`src/rtl/fpgnix_apb_master.sv`:
```
// fpgnix_apb_master: single-outstanding APB3 initiator behind a valid/ready request/response port.
// Define FPGNIX_APB_MASTER_TIMEOUT_EN to add an ACCESS-phase watchdog that aborts after TIMEOUT_CYC cycles.
module fpgnix_apb_master #(
  parameter int ADDR_W      = 32,
  parameter int TIMEOUT_CYC = 1024,
  parameter int CNT_W       = 16
) (
  input  logic              clk,
  input  logic              sys_rst,
  input  logic              req_valid,
  output logic              req_ready,
  input  logic              req_write,
  input  logic [ADDR_W-1:0] req_addr,
  input  logic [31:0]       req_wdata,
  output logic              rsp_valid,
  input  logic              rsp_ready,
  output logic [31:0]       rsp_rdata,
  output logic              rsp_err,
  output logic              rsp_timeout,
  output logic              busy,
  output logic [CNT_W-1:0]  txn_cnt,
  output logic [ADDR_W-1:0] paddr,
  output logic [31:0]       pwdata,
  output logic              pwrite,
  output logic              psel,
  output logic              penable,
  input  logic [31:0]       prdata,
  input  logic              pready,
  input  logic              pslverr
);

  typedef enum logic [1:0] {IDLE, SETUP, ACCESS, RESP} state_t;

  state_t             state, state_nxt;
  logic [ADDR_W-1:0]  paddr_nxt;
  logic [31:0]        pwdata_nxt;
  logic               pwrite_nxt;
  logic               psel_nxt;
  logic               penable_nxt;
  logic               rsp_valid_nxt;
  logic [31:0]        rsp_rdata_nxt;
  logic               rsp_err_nxt;
  logic [CNT_W-1:0]   txn_cnt_nxt;
  logic               busy_nxt;

  if (TIMEOUT_CYC < 1 || TIMEOUT_CYC > 65535) begin : g_bad_timeout
    $error("fpgnix_apb_master: TIMEOUT_CYC must be within 1..65535");
  end

`ifdef FPGNIX_APB_MASTER_TIMEOUT_EN
  localparam logic [15:0] WD_LAST = 16'(TIMEOUT_CYC - 1);
  logic [15:0] wd_cnt, wd_cnt_nxt;
  logic        rsp_timeout_nxt;
`else
  assign rsp_timeout = 1'b0;
`endif

  assign req_ready = (state == IDLE);

  always_comb begin
    state_nxt     = state;
    paddr_nxt     = paddr;
    pwdata_nxt    = pwdata;
    pwrite_nxt    = pwrite;
    psel_nxt      = psel;
    penable_nxt   = penable;
    rsp_valid_nxt = rsp_valid;
    rsp_rdata_nxt = rsp_rdata;
    rsp_err_nxt   = rsp_err;
    txn_cnt_nxt   = txn_cnt;
`ifdef FPGNIX_APB_MASTER_TIMEOUT_EN
    wd_cnt_nxt      = wd_cnt;
    rsp_timeout_nxt = rsp_timeout;
`endif
    case (state)
      IDLE: begin
        if (req_valid) begin
          pwrite_nxt = req_write;
          paddr_nxt  = req_addr;
          pwdata_nxt = req_wdata;
          // Misaligned requests are answered locally without touching the bus
          if (req_addr[1:0] != 2'b00) begin
            state_nxt     = RESP;
            rsp_valid_nxt = 1'b1;
            rsp_err_nxt   = 1'b1;
            rsp_rdata_nxt = '0;
`ifdef FPGNIX_APB_MASTER_TIMEOUT_EN
            rsp_timeout_nxt = 1'b0;
`endif
          end else begin
            state_nxt   = SETUP;
            psel_nxt    = 1'b1;
            penable_nxt = 1'b0;
`ifdef FPGNIX_APB_MASTER_TIMEOUT_EN
            wd_cnt_nxt = '0;
`endif
          end
        end
      end
      SETUP: begin
        state_nxt   = ACCESS;
        penable_nxt = 1'b1;
      end
      ACCESS: begin
        if (pready) begin
          state_nxt     = RESP;
          psel_nxt      = 1'b0;
          penable_nxt   = 1'b0;
          rsp_valid_nxt = 1'b1;
          rsp_err_nxt   = pslverr;
          rsp_rdata_nxt = (pwrite || pslverr) ? 32'h0 : prdata;
`ifdef FPGNIX_APB_MASTER_TIMEOUT_EN
          rsp_timeout_nxt = 1'b0;
        end else if (wd_cnt == WD_LAST) begin
          state_nxt       = RESP;
          psel_nxt        = 1'b0;
          penable_nxt     = 1'b0;
          rsp_valid_nxt   = 1'b1;
          rsp_err_nxt     = 1'b1;
          rsp_rdata_nxt   = '0;
          rsp_timeout_nxt = 1'b1;
        end else begin
          wd_cnt_nxt = wd_cnt + 16'd1;
`endif
        end
      end
      RESP: begin
        if (rsp_ready) begin
          state_nxt     = IDLE;
          rsp_valid_nxt = 1'b0;
          txn_cnt_nxt   = txn_cnt + CNT_W'(1);
        end
      end
      default: state_nxt = IDLE;
    endcase
    busy_nxt = (state_nxt != IDLE);
  end

  always_ff @(posedge clk) begin
    if (sys_rst) begin
      state     <= IDLE;
      paddr     <= '0;
      pwdata    <= '0;
      pwrite    <= 1'b0;
      psel      <= 1'b0;
      penable   <= 1'b0;
      rsp_valid <= 1'b0;
      rsp_rdata <= '0;
      rsp_err   <= 1'b0;
      txn_cnt   <= '0;
      busy      <= 1'b0;
`ifdef FPGNIX_APB_MASTER_TIMEOUT_EN
      wd_cnt      <= '0;
      rsp_timeout <= 1'b0;
`endif
    end else begin
      state     <= state_nxt;
      paddr     <= paddr_nxt;
      pwdata    <= pwdata_nxt;
      pwrite    <= pwrite_nxt;
      psel      <= psel_nxt;
      penable   <= penable_nxt;
      rsp_valid <= rsp_valid_nxt;
      rsp_rdata <= rsp_rdata_nxt;
      rsp_err   <= rsp_err_nxt;
      txn_cnt   <= txn_cnt_nxt;
      busy      <= busy_nxt;
`ifdef FPGNIX_APB_MASTER_TIMEOUT_EN
      wd_cnt      <= wd_cnt_nxt;
      rsp_timeout <= rsp_timeout_nxt;
`endif
    end
  end

endmodule

```
`config.mk`:
```
export PLATFORM = sky130hd
export DESIGN_NAME = fpgnix_apb_master
export DESIGN_NICKNAME = d
export VERILOG_FILES = /design/src/rtl/fpgnix_apb_master.sv
export SDC_FILE = /design/constraint.sdc
export NUM_CORES = 1
export LEC_CHECK = 0
export BUFFER_PORTS_ARGS = -buffer_cell sky130_fd_sc_hd__buf_2
export CAP_MARGIN = 0
export CORE_UTILIZATION = 41
export DETAILED_ROUTE_END_ITERATION = 16
export GPL_ROUTABILITY_DRIVEN = 0
export HOLD_SLACK_MARGIN = 0.1
export PLACE_DENSITY = 0.75
export SKIP_CTS_REPAIR_TIMING = 1
export SLEW_MARGIN = 20
export SYNTH_ARGS = -nofsm -noshare
export SYNTH_HDL_FRONTEND = slang
export SYNTH_SLANG_ARGS = --single-unit
```
`constraint.sdc`:
```
create_clock -name clk -period 1.7 [get_ports clk]
set_clock_uncertainty 0.2 [all_clocks]
set_input_delay 0.085 -clock clk [delete_from_list [all_inputs] [get_ports clk]]
set_output_delay 0.085 -clock clk [all_outputs]
set_load 0.01 [all_outputs]
```
==> results of run 1 <==
## layout make-up
class	instances	area (sq um)	area share
repair buffers	354	2530	0.333
clock inverters	4	20.0	0.00263
well taps	140	175	0.0230
flip-flops and latches	120	2400	0.316
clock buffers	25	484	0.0636
inverters	6	22.5	0.00296
multi-input cells	387	1970	0.259
## per-layer routing
metal / vias to the layer above / part of all wire
met1: 2491 / 0.38
met2: 292 / 0.50
met4: 0 / 0.028
met5: - / 0
li1: 2554 / -
met3: 52 / 0.087
## per-stage QoR
stage | std cells | util
global route | 1036 | 0.699
global placement | 900 | 0.547
floorplan | 560 | -
CTS | 929 | 0.594
finish | 1036 | 0.699
detailed placement | 900 | 0.547
## flip-flops by register name, summed over array words and instances (netlist names)
name,cells
rsp_rdata,32
pwdata,32
busy,1
paddr,32
rsp_valid,1
psel,1
state,2
rsp_err,1
txn_cnt,16
penable,1
pwrite,1
## logic make-up (layout without fill, tap and decap cells)
| logic type | after synthesis | in the layout | share of synthesized area |
|---|---|---|---|
| buffers and inverters | 53 | 389 | 0.0597 |
| AOI/OAI and AO/OA | 146 | 146 | 0.162 |
| DFF | 120 | 120 | 0.521 |
| and+or+nand+nor | 226 | 226 | 0.228 |
| muxes | 2 | 2 | 0.00461 |
| adders and majority gates | 1 | 1 | 0.00271 |
| other | 1 | 1 | 0.000813 |
| xor gates and xnor gates | 11 | 11 | 0.0209 |
## worst min path at each step
| stage | from | end | slack [ns] |
|---|---|---|---|
| 2_1_floorplan | req_addr[0] | paddr[0] | 0.02 |
| 3_3_place_gp | req_wdata[20] | pwdata[20] | 0.13 |
| 3_5_place_dp | req_wdata[1] | pwdata[1] | 0.13 |
| 4_1_cts | req_wdata[8] | pwdata[8] | -0.43 |
| 5_1_grt | req_wdata[3] | pwdata[3] | 0.15 |
| 6_report | req_addr[13] | paddr[13] | 0.15 |
## layout by cell type (no fill, tap or decap), drive strengths merged, types with 7 or more instances in the layout
cell type,Yosys,routed
xnor2,8,8
dlygate4sd3,0,102
nand2,139,139
dfxtp,120,120
nand4,37,37
buf,26,249
a21oi,107,107
clkbuf,21,28
nor3,7,7
nor2,21,21
o21ai,35,35
## where the power goes
group          switching [mW]  internal (mW)
clock                    1.16           1.91
combinational           0.785          0.665
sequential             0.0972           2.99
total                    2.04           5.56
## critical path: cells and delay by family (launching register included)
family	cells	cell delay [ns]
compound gates	1	0.17
buf+inv	2	0.36
flops	1	0.35
simple gates	3	0.49
==> key figures, run 1 <==
Finish
  – Antenna diodes: 0
  – Layout area overhead: 65.1%
  – Final instance area: 7610 sq um
  – FILL cells: 760
  – Final #Nets: 990
  – Layout cells sized above 1: 0.331

Route
  – Routed WL: 16200 microns
  – Post-DR wirelength/cell: 15.6 microns
  – DRT iter0 DRCs: 479
  – Vias post-DR: 5389
  – Drt first pass iters: 7
  – Vias/cell: 5.20
  – Drt drc: 0
  – Final ANT Viol Nets: 0

Synth
  – Ys async rst share: 0
  – Yosys reg bits: 120
  – Seq/Total Area, Yosys: 0.521
  – Synth Warn #: 0
  – Yosys cell types: 41
  – Synth top area share: 0.521
  – Commonest cells post-synth: nand2_1 (139), dfxtp_1 (120), a21oi_1 (106)
  – Post-synth EDFFs: 0
  – Mapped Cells: 560
  – Cell taking the most area after synthesis: dfxtp_1
  – Area contributors post-synth: dfxtp_1 (52%), a21oi_1 (12%), nand2_1 (11%)
  – Most used DFF post-synth: dfxtp_1
  – Mean Syn Cell Area: 8.23 sq um
  – Most instantiated library cell after synthesis: nand2_1
  – Post-Syn Area: 4610 sq um
  – Net count after synthesis: 664

Setup path
  – WP data required: 1.94 ns
  – Critical path, cell by cell: buf_4 > nor2_4 > and2_4 > buf_12 > nand2_1 > a21oi_1
  – Critical Path End: paddr[7]
  – CP Launch Type: flop
  – R2r setup slk: 0.04 ns
  – Worst Setup End Kind: flop
  – Reg2reg path depth: 6
  – Crit-path max cell delay: 0.35 ns
  – Critical setup path kind: reg2reg
  – Arrival time worst endpoint: 1.90 ns
  – Worst path slowest cell: dfxtp_2
  – Origin of the critical flop-to-flop path: state[1]
  – Crit-path max FO: 34
  – RR Endpoint: paddr[7]
  – Worst setup path start: state[1]

Timing
  – RSZ-0062 raised after global routing: yes
  – Worst hold margin: 0.149 ns
  – Fmax: 602 MHz
  – Slew Limit Fails: 0
  – Final Hold Viols: 0
  – Fin crit period: 1.66 ns
  – Final period util: 0.977
  – Setup WS post-layout: 0.0390 ns
  – Setup TNS: 0 ns
  – Setup violations, final: 0

GRT
  – M2 GR Usage: 0.364
  – Met3 GRT Util: 0.0880
  – Grt total ovfl: 0
  – M1 GR Usage: 0.243
  – Vias in the first global route: 4497
  – Initial antenna violation count: 0
  – Most used routing layer: met2
  – First-pass GRT wire length: 20100 microns
  – Total GRT Usage: 0.221
  – Pin count of the biggest net entering global routing: 52

Clock tree
  – Num Clock Sinks: 120
  – CTS root buf: clkbuf_8
  – Clk Latency, worst-skew pair: 0.51 ns
  – CTS tree: built
  – Clk pin slew, worst setup/hold paths: 0.06 ns
  – H-tree depth: 4
  – Maximum root-to-sink buffer count: 2
  – CTS buffer count: 17

Floorplan
  – Starting Density: 0.423
  – Core Area: 10900 sq um
  – Die Span Y: 108 microns
  – Row cnt: 38
  – Die width: 108 microns
  – Io pins: 223
  – DIE AREA: 11700 sq um

Placed design
  – Placed Area: 5960 sq um
  – Port Buffer Count: 221
  – Final HPWL DP: 8870 microns
  – Pre-CTS setup slack: 0.0233 ns

Pwr
  – Total chip power: 7.60 mW
  – Peak supply drop: 0.000785 V
  – Pwr per Cell Area: 999 nW/um^2
  – Static leakage: 3.40 nW

Outcome
  – Status: finished, final reports clean

Hold path
  – WHS Path Cells: 4
  – Hold crit path type: in2reg

Flow run
  – Maxcap violations: 0
Note: power is estimated with default switching activity, not from simulation.
==> run 2: changes to the inputs <==
--- a/config.mk
+++ b/config.mk
@@ -5,7 +5,7 @@
 export SDC_FILE = /design/constraint.sdc
 export NUM_CORES = 1
 export LEC_CHECK = 0
-export BUFFER_PORTS_ARGS = -buffer_cell sky130_fd_sc_hd__buf_2
+export BUFFER_PORTS_ARGS = -buffer_cell sky130_fd_sc_hd__buf_4
 export CAP_MARGIN = 0
 export CORE_UTILIZATION = 41
 export DETAILED_ROUTE_END_ITERATION = 16
==> run 2 against run 1 <==
Effect of this change:
- the run now ends with hold timing, setup timing left
- first-iteration DRC count fell by 14%
- via count rose by 1.5%
- routed wire length rose by 7.7%
- clock-buffer cell count fell by 8
- design area rose by 8.1%
- critical path depth fell by 1
- clock power rose by 12%
- sequential power barely moved
- final cell count rose by 1.4%
- maximum frequency fell by 7.3%
- flip-flop and latch count did not move
- sequential share of layout area fell by 2.3 points
==> key figures, run 2 (synthesis results as in run 1) <==
Setup path
  – Delay-heaviest family, CP: simple AND/OR/NAND/NOR gates
  – Crit-path max cell delay: 0.38 ns
  – Number of buffers and inverters on the critical path: 2
  – Critical path, cell by cell: buf_12 > nor4_4 > buf_4 > nand4_1 > a21oi_1
  – WP data required: 1.92 ns
  – Worst path slowest cell: nor4_4
  – Worst Setup End Kind: flop
  – CP Launch Type: flop
  – Reg2reg path depth: 5
  – Critical path depth: 5
  – Arrival time worst endpoint: 2.02 ns
  – Crit-path max FO: 18
  – Critical setup path kind: reg2reg
  – Origin of the critical flop-to-flop path: state[0]
  – Worst setup path start: state[0]

Route
  – Drt first pass iters: 7
  – Final ANT Viol Nets: 0
  – Vias post-DR: 5468
  – Drt drc: 0
  – Vias/cell: 5.21
  – Routed WL: 17400 microns
  – DRT iter0 DRCs: 411
  – Post-DR wirelength/cell: 16.6 microns

GRT
  – Grt total ovfl: 0
  – Vias in the first global route: 4627
  – Pin count of the biggest net entering global routing: 49
  – First-pass GRT wire length: 20800 microns
  – Total GRT Usage: 0.226
  – Initial antenna violation count: 0

Placed design
  – Placed Area: 6520 sq um
  – Final HPWL DP: 9430 microns
  – Pre-CTS setup slack: -0.467 ns
  – Port Buffer Count: 221

Clock tree
  – H-tree depth: 4
  – CTS tree: built
  – Num Clock Sinks: 120
  – Clk Latency, worst-skew pair: 0.51 ns
  – Clk pin slew, worst setup/hold paths: 0.06 ns
  – CTS buffer count: 17
  – Maximum root-to-sink buffer count: 2
  – CTS root buf: clkbuf_8

Hold path
  – Hold Crit Start: req_addr[0]
  – Hold crit path type: in2reg
  – WHS Path Cells: 3

Pwr
  – Peak supply drop: 0.000622 V
  – Static leakage: 3.53 nW
  – Pwr per Cell Area: 988 nW/um^2

Floorplan
  – Die Span Y: 108 microns
  – Die width: 108 microns
  – Io pins: 223
  – Core Area: 10900 sq um
  – Starting Density: 0.423
  – DIE AREA: 11700 sq um
  – Row cnt: 38

Timing
  – Fmax: 558 MHz
  – RSZ-0062 raised after global routing: yes
  – Fin crit period: 1.79 ns
  – Setup violations, final: 4
  – Setup WS post-layout: -0.0917 ns
  – Final Hold Viols: 2
  – Slew Limit Fails: 0
  – Final period util: 1.05
  – Setup TNS: -0.134 ns
  – Worst hold margin: -0.347 ns

Finish
  – Final instance area: 8230 sq um
  – Final #Nets: 1001
  – Commonest non-fill, non-tap cells in the layout: buf_4 (253), nand2_1 (138), dfxtp_1 (118)
  – Antenna diodes: 0
  – Layout area overhead: 78.5%
  – Most common library cell in the layout ignoring fill and taps: buf_4
  – FILL cells: 706
  – Top Registers: paddr x32, pwdata x32, rsp_rdata x32
  – Layout cells sized above 1: 0.348

Flow run
  – Maxcap violations: 0

Outcome
  – Failing checks: hold timing, setup timing
  – Status: finished with violations
==> run 2: worst paths after layout <==
path                    to  slack, ns
max          rsp_rdata[20]      -0.09
min               paddr[0]      -0.35
max reg2reg  rsp_rdata[20]      -0.09
min reg2reg      paddr[26]       0.26
==> run 2: power by group <==
part           total, mW  leakage [nW]  internal [mW]  switching (mW)
clock               3.44         0.270           2.08            1.35
sequential          3.09         0.978           2.99           0.105
combinational       1.60          2.28          0.784           0.817
==> run 2: layer usage <==
metal  share of wire  track usage  routed length, microns
met1            0.38        0.261                    6540
met5               0            0                       0
met2            0.51        0.376                    8930
met4           0.025       0.0969                     430
met3           0.086       0.0832                    1500
==> run 2: area by class of cell <==
class | instances | area [sq um] | area share
Clock buffer | 17 | 414 | 0.0503
Clock inverter | 15 | 154 | 0.0187
Inverter | 6 | 22.5 | 0.00274
Multi-Input combinational cell | 389 | 2000 | 0.244
Sequential cell | 120 | 2410 | 0.293
Tap cell | 140 | 175 | 0.0213
Timing Repair Buffer | 363 | 3050 | 0.370
==> run 2: per-stage QoR <==
step	utilization	std cells	total power [mW]	hold WS [ns]
2_1_floorplan	-	560	3.79	0.0210
3_3_place_gp	0.599	908	4.41	0.131
3_5_place_dp	0.599	908	4.44	0.139
4_1_cts	0.651	940	7.85	-0.407
5_1_grt	0.756	1050	8.43	-0.360
6_report	0.756	1050	8.13	-0.347
==> run 2: worst reg2reg max path, stage by stage, from the launching register on <==
cell     delay (ns)
dfxtp_4        0.35
buf_12         0.15
nor4_4         0.39
buf_4          0.26
nand4_1        0.12
a21oi_1        0.23
==> run 3: changes to the inputs <==
--- a/config.mk
+++ b/config.mk
@@ -5,13 +5,14 @@
 export SDC_FILE = /design/constraint.sdc
 export NUM_CORES = 1
 export LEC_CHECK = 0
+export ABC_AREA = 1
 export BUFFER_PORTS_ARGS = -buffer_cell sky130_fd_sc_hd__buf_4
 export CAP_MARGIN = 0
-export CORE_UTILIZATION = 41
+export CORE_UTILIZATION = 42
 export DETAILED_ROUTE_END_ITERATION = 16
 export GPL_ROUTABILITY_DRIVEN = 0
 export HOLD_SLACK_MARGIN = 0.1
-export PLACE_DENSITY = 0.75
+export PLACE_DENSITY = 0.77
 export SKIP_CTS_REPAIR_TIMING = 1
 export SLEW_MARGIN = 20
 export SYNTH_ARGS = -nofsm -noshare
==> run 3 against run 2 <==
Effect of this change:
- the run now ends clean
- area after synthesis rose by 1.0%
- global-route usage increased by 1.1 points
- power rose by 8.8%
- die area decreased by 1.4%
- largest cell class unchanged
- largest power group unchanged
- clock-buffer cell count is 7 higher
- non-clock buffer count shrank 24
- setup slack better by 0.20 ns
- sequential share of layout area grew 0.46 points
- utilization fell by 1.0 points
- clock power rose by 4%
- critical path type unchanged
- via count is essentially flat
- sequential power is 7.4% higher
==> key figures, run 3 <==
Outcome
  – Status: finished, final reports clean

Finish
  – Most common library cell in the layout ignoring fill and taps: buf_4
  – Layout area overhead: 73.6%
  – Final instance area: 8080 sq um
  – Antenna diodes: 0
  – Layout cells sized above 1: 0.291
  – Final #Nets: 1059
  – Final Non-Filler Cells: 1108
  – Commonest non-fill, non-tap cells in the layout: buf_4 (234), nor2_1 (232), dfxtp_1 (118)
  – Top Registers: paddr x32, pwdata x32, rsp_rdata x32
  – FILL cells: 749

Synth
  – Post-synth EDFFs: 0
  – Most used DFF post-synth: dfxtp_1
  – Mean Syn Cell Area: 7.31 sq um
  – Net count after synthesis: 741
  – Commonest cells post-synth: nor2_1 (233), dfxtp_1 (120), o21ai_0 (91)
  – Synth top area share: 0.516
  – Post-synthesis compound-gate area fraction: 0.143
  – Post-Synth Simple-Gate Area: 0.273
  – Mux share of post-synthesis cell area: 0
  – Cell taking the most area after synthesis: dfxtp_1
  – Main combinational cell family by area after synthesis: simple AND/OR/NAND/NOR gates
  – Post-Synth Adder-Cell Area: 0.00269
  – Seq/Total Area, Yosys: 0.516
  – Yosys reg bits: 120
  – Xor/xnor share of the synthesized area: 0.00376
  – Area contributors post-synth: dfxtp_1 (52%), nor2_1 (19%), o21ai_0 (9.8%)
  – Synth Warn #: 0
  – Mapped Cells: 637
  – Most instantiated library cell after synthesis: nor2_1
  – Ys async rst share: 0
  – Yosys cell types: 29
  – Post-Syn Area: 4660 sq um

Pwr
  – Pwr per Cell Area: 1090 nW/um^2
  – Peak supply drop: 0.000692 V
  – Static leakage: 3.74 nW

Timing
  – Fmax: 627 MHz
  – Fin crit period: 1.60 ns
  – Setup violations, final: 0
  – RSZ-0062 raised after global routing: no
  – Slew Limit Fails: 0
  – Final period util: 0.939
  – Setup WS post-layout: 0.104 ns
  – Setup TNS: 0 ns
  – Final Hold Viols: 0

Route
  – Final ANT Viol Nets: 0
  – DRT iter0 DRCs: 425
  – Vias/cell: 4.94
  – Drt drc: 0
  – Vias post-DR: 5469
  – Drt first pass iters: 5
  – Routed WL: 15900 microns
  – Post-DR wirelength/cell: 14.4 microns

Flow run
  – Maxcap violations: 0

GRT
  – First-pass GRT wire length: 21300 microns
  – Initial antenna violation count: 0
  – Vias in the first global route: 4503
  – Total GRT Usage: 0.237
  – Pin count of the biggest net entering global routing: 66
  – Grt total ovfl: 0

Clock tree
  – Num Clock Sinks: 120
  – H-tree depth: 4
  – Maximum root-to-sink buffer count: 2
  – CTS root buf: clkbuf_8
  – CTS buffer count: 17
  – CTS tree: built
  – Clk Latency, worst-skew pair: 0.51 ns
  – Clk pin slew, worst setup/hold paths: 0.06 ns

Setup path
  – WP data required: 1.90 ns
  – Origin of the critical flop-to-flop path: state[0]
  – Most frequent CP cell: nand2_2
  – RR Endpoint: rsp_rdata[1]
  – Worst path slowest cell: dfxtp_2
  – Critical setup path kind: reg2reg
  – CP Launch Type: flop
  – Number of buffers and inverters on the critical path: 1
  – Critical path, cell by cell: nor2_4 > nand2_2 > nand2_2 > nand2_2 > buf_8 > a21oi_1 > nor2_1
  – Worst setup path start: state[0]
  – Worst Setup End Kind: flop
  – Crit-path max cell delay: 0.34 ns
  – Crit-path max FO: 33
  – Reg2reg path depth: 7
  – Delay-heaviest family, CP: simple AND/OR/NAND/NOR gates
  – R2r setup slk: 0.10 ns
  – Arrival time worst endpoint: 1.79 ns

Placed design
  – Port Buffer Count: 221
  – Placed Area: 6430 sq um
  – Cells after DPL: 973
  – Final HPWL DP: 9550 microns
  – Pre-CTS setup slack: -0.0404 ns

Floorplan
  – Die Span Y: 107 microns
  – Die width: 107 microns
  – Io pins: 223
  – Core Area: 10800 sq um
  – DIE AREA: 11500 sq um
  – Row cnt: 38
  – Starting Density: 0.430

Hold path
  – Hold Crit Start: req_addr[28]
  – Hold crit path type: in2reg
  – WHS Path Cells: 4
  – Min-Delay Endpoint: paddr[28]
run 3: changes by cell type in the layout (fill, tap and decap cells not counted), sizes merged, moves of 6 or more:
| cell | before | now |
|---|---|---|
| nor2 | 21 | 237 |
| nand3 | 5 | 11 |
| nand4 | 38 | 5 |
| xnor2 | 8 | 0 |
| buf | 261 | 237 |
| inv | 7 | 22 |
| o21ai | 35 | 107 |
| clkbuf | 17 | 24 |
| nand2 | 139 | 60 |
| a21oi | 108 | 22 |
run 3: final cells by class:
type	count	area, sq um	share of cell area
well taps	140	175	0.0217
repair buffers	339	2830	0.350
flip-flops and latches	120	2400	0.298
inverters	22	90.1	0.0111
clock buffers	24	480	0.0594
clock inverters	8	118	0.0146
multi-input cells	455	1980	0.245
run 3: metrics by stage:
stage	total power, mW	hold WS, ns	util
6_report	8.84	0.175	0.746
2_1_floorplan	4.20	0.0334	-
3_5_place_dp	5.04	0.128	0.593
4_1_cts	8.63	-0.407	0.648
5_1_grt	9.28	0.171	0.746
3_3_place_gp	4.98	0.119	0.593
run 3: cells by family (layout without fill, tap and decap cells):
| family | count (synthesis) | in the layout |
|---|---|---|
| AND/OR/NAND/NOR | 319 | 319 |
| flip-flops | 120 | 120 |
| adder cells (fa/ha/maj) | 1 | 1 |
| buffers and inverters | 62 | 393 |
| AO/OA/AOI/OAI | 132 | 132 |
| other | 1 | 1 |
| XOR/XNOR | 2 | 2 |
run 3: worst min-delay path, stage by stage:
cell and delay (ns):
dlygate4sd3_1 0.52, buf_4 0.09, o21ai_0 0.07, nor2_1 0.08
run 3: per-layer routing:
metal | share of wire | vias to the layer above | global-route usage
li1 | - | 2684 | -
met1 | 0.38 | 2515 | 0.275
met2 | 0.52 | 240 | 0.407
met3 | 0.074 | 30 | 0.0751
met4 | 0.024 | 0 | 0.0910
met5 | 0 | - | 0
run 3: worst max path at each step:
stage,to,slack (ns),depth (start not counted)
2_1_floorplan,txn_cnt[8],0.14,6
3_3_place_gp,rsp_rdata[29],0.04,7
3_5_place_dp,rsp_rdata[29],-0.04,7
4_1_cts,rsp_rdata[29],-0.06,7
5_1_grt,txn_cnt[7],0.008,9
6_report,rsp_rdata[1],0.10,7
run 3: power breakdown:
group / switching, mW / internal [mW]
clock network: 1.21 / 2.38
registers: 0.190 / 3.13
logic: 0.975 / 0.959
total: 2.38 / 6.47
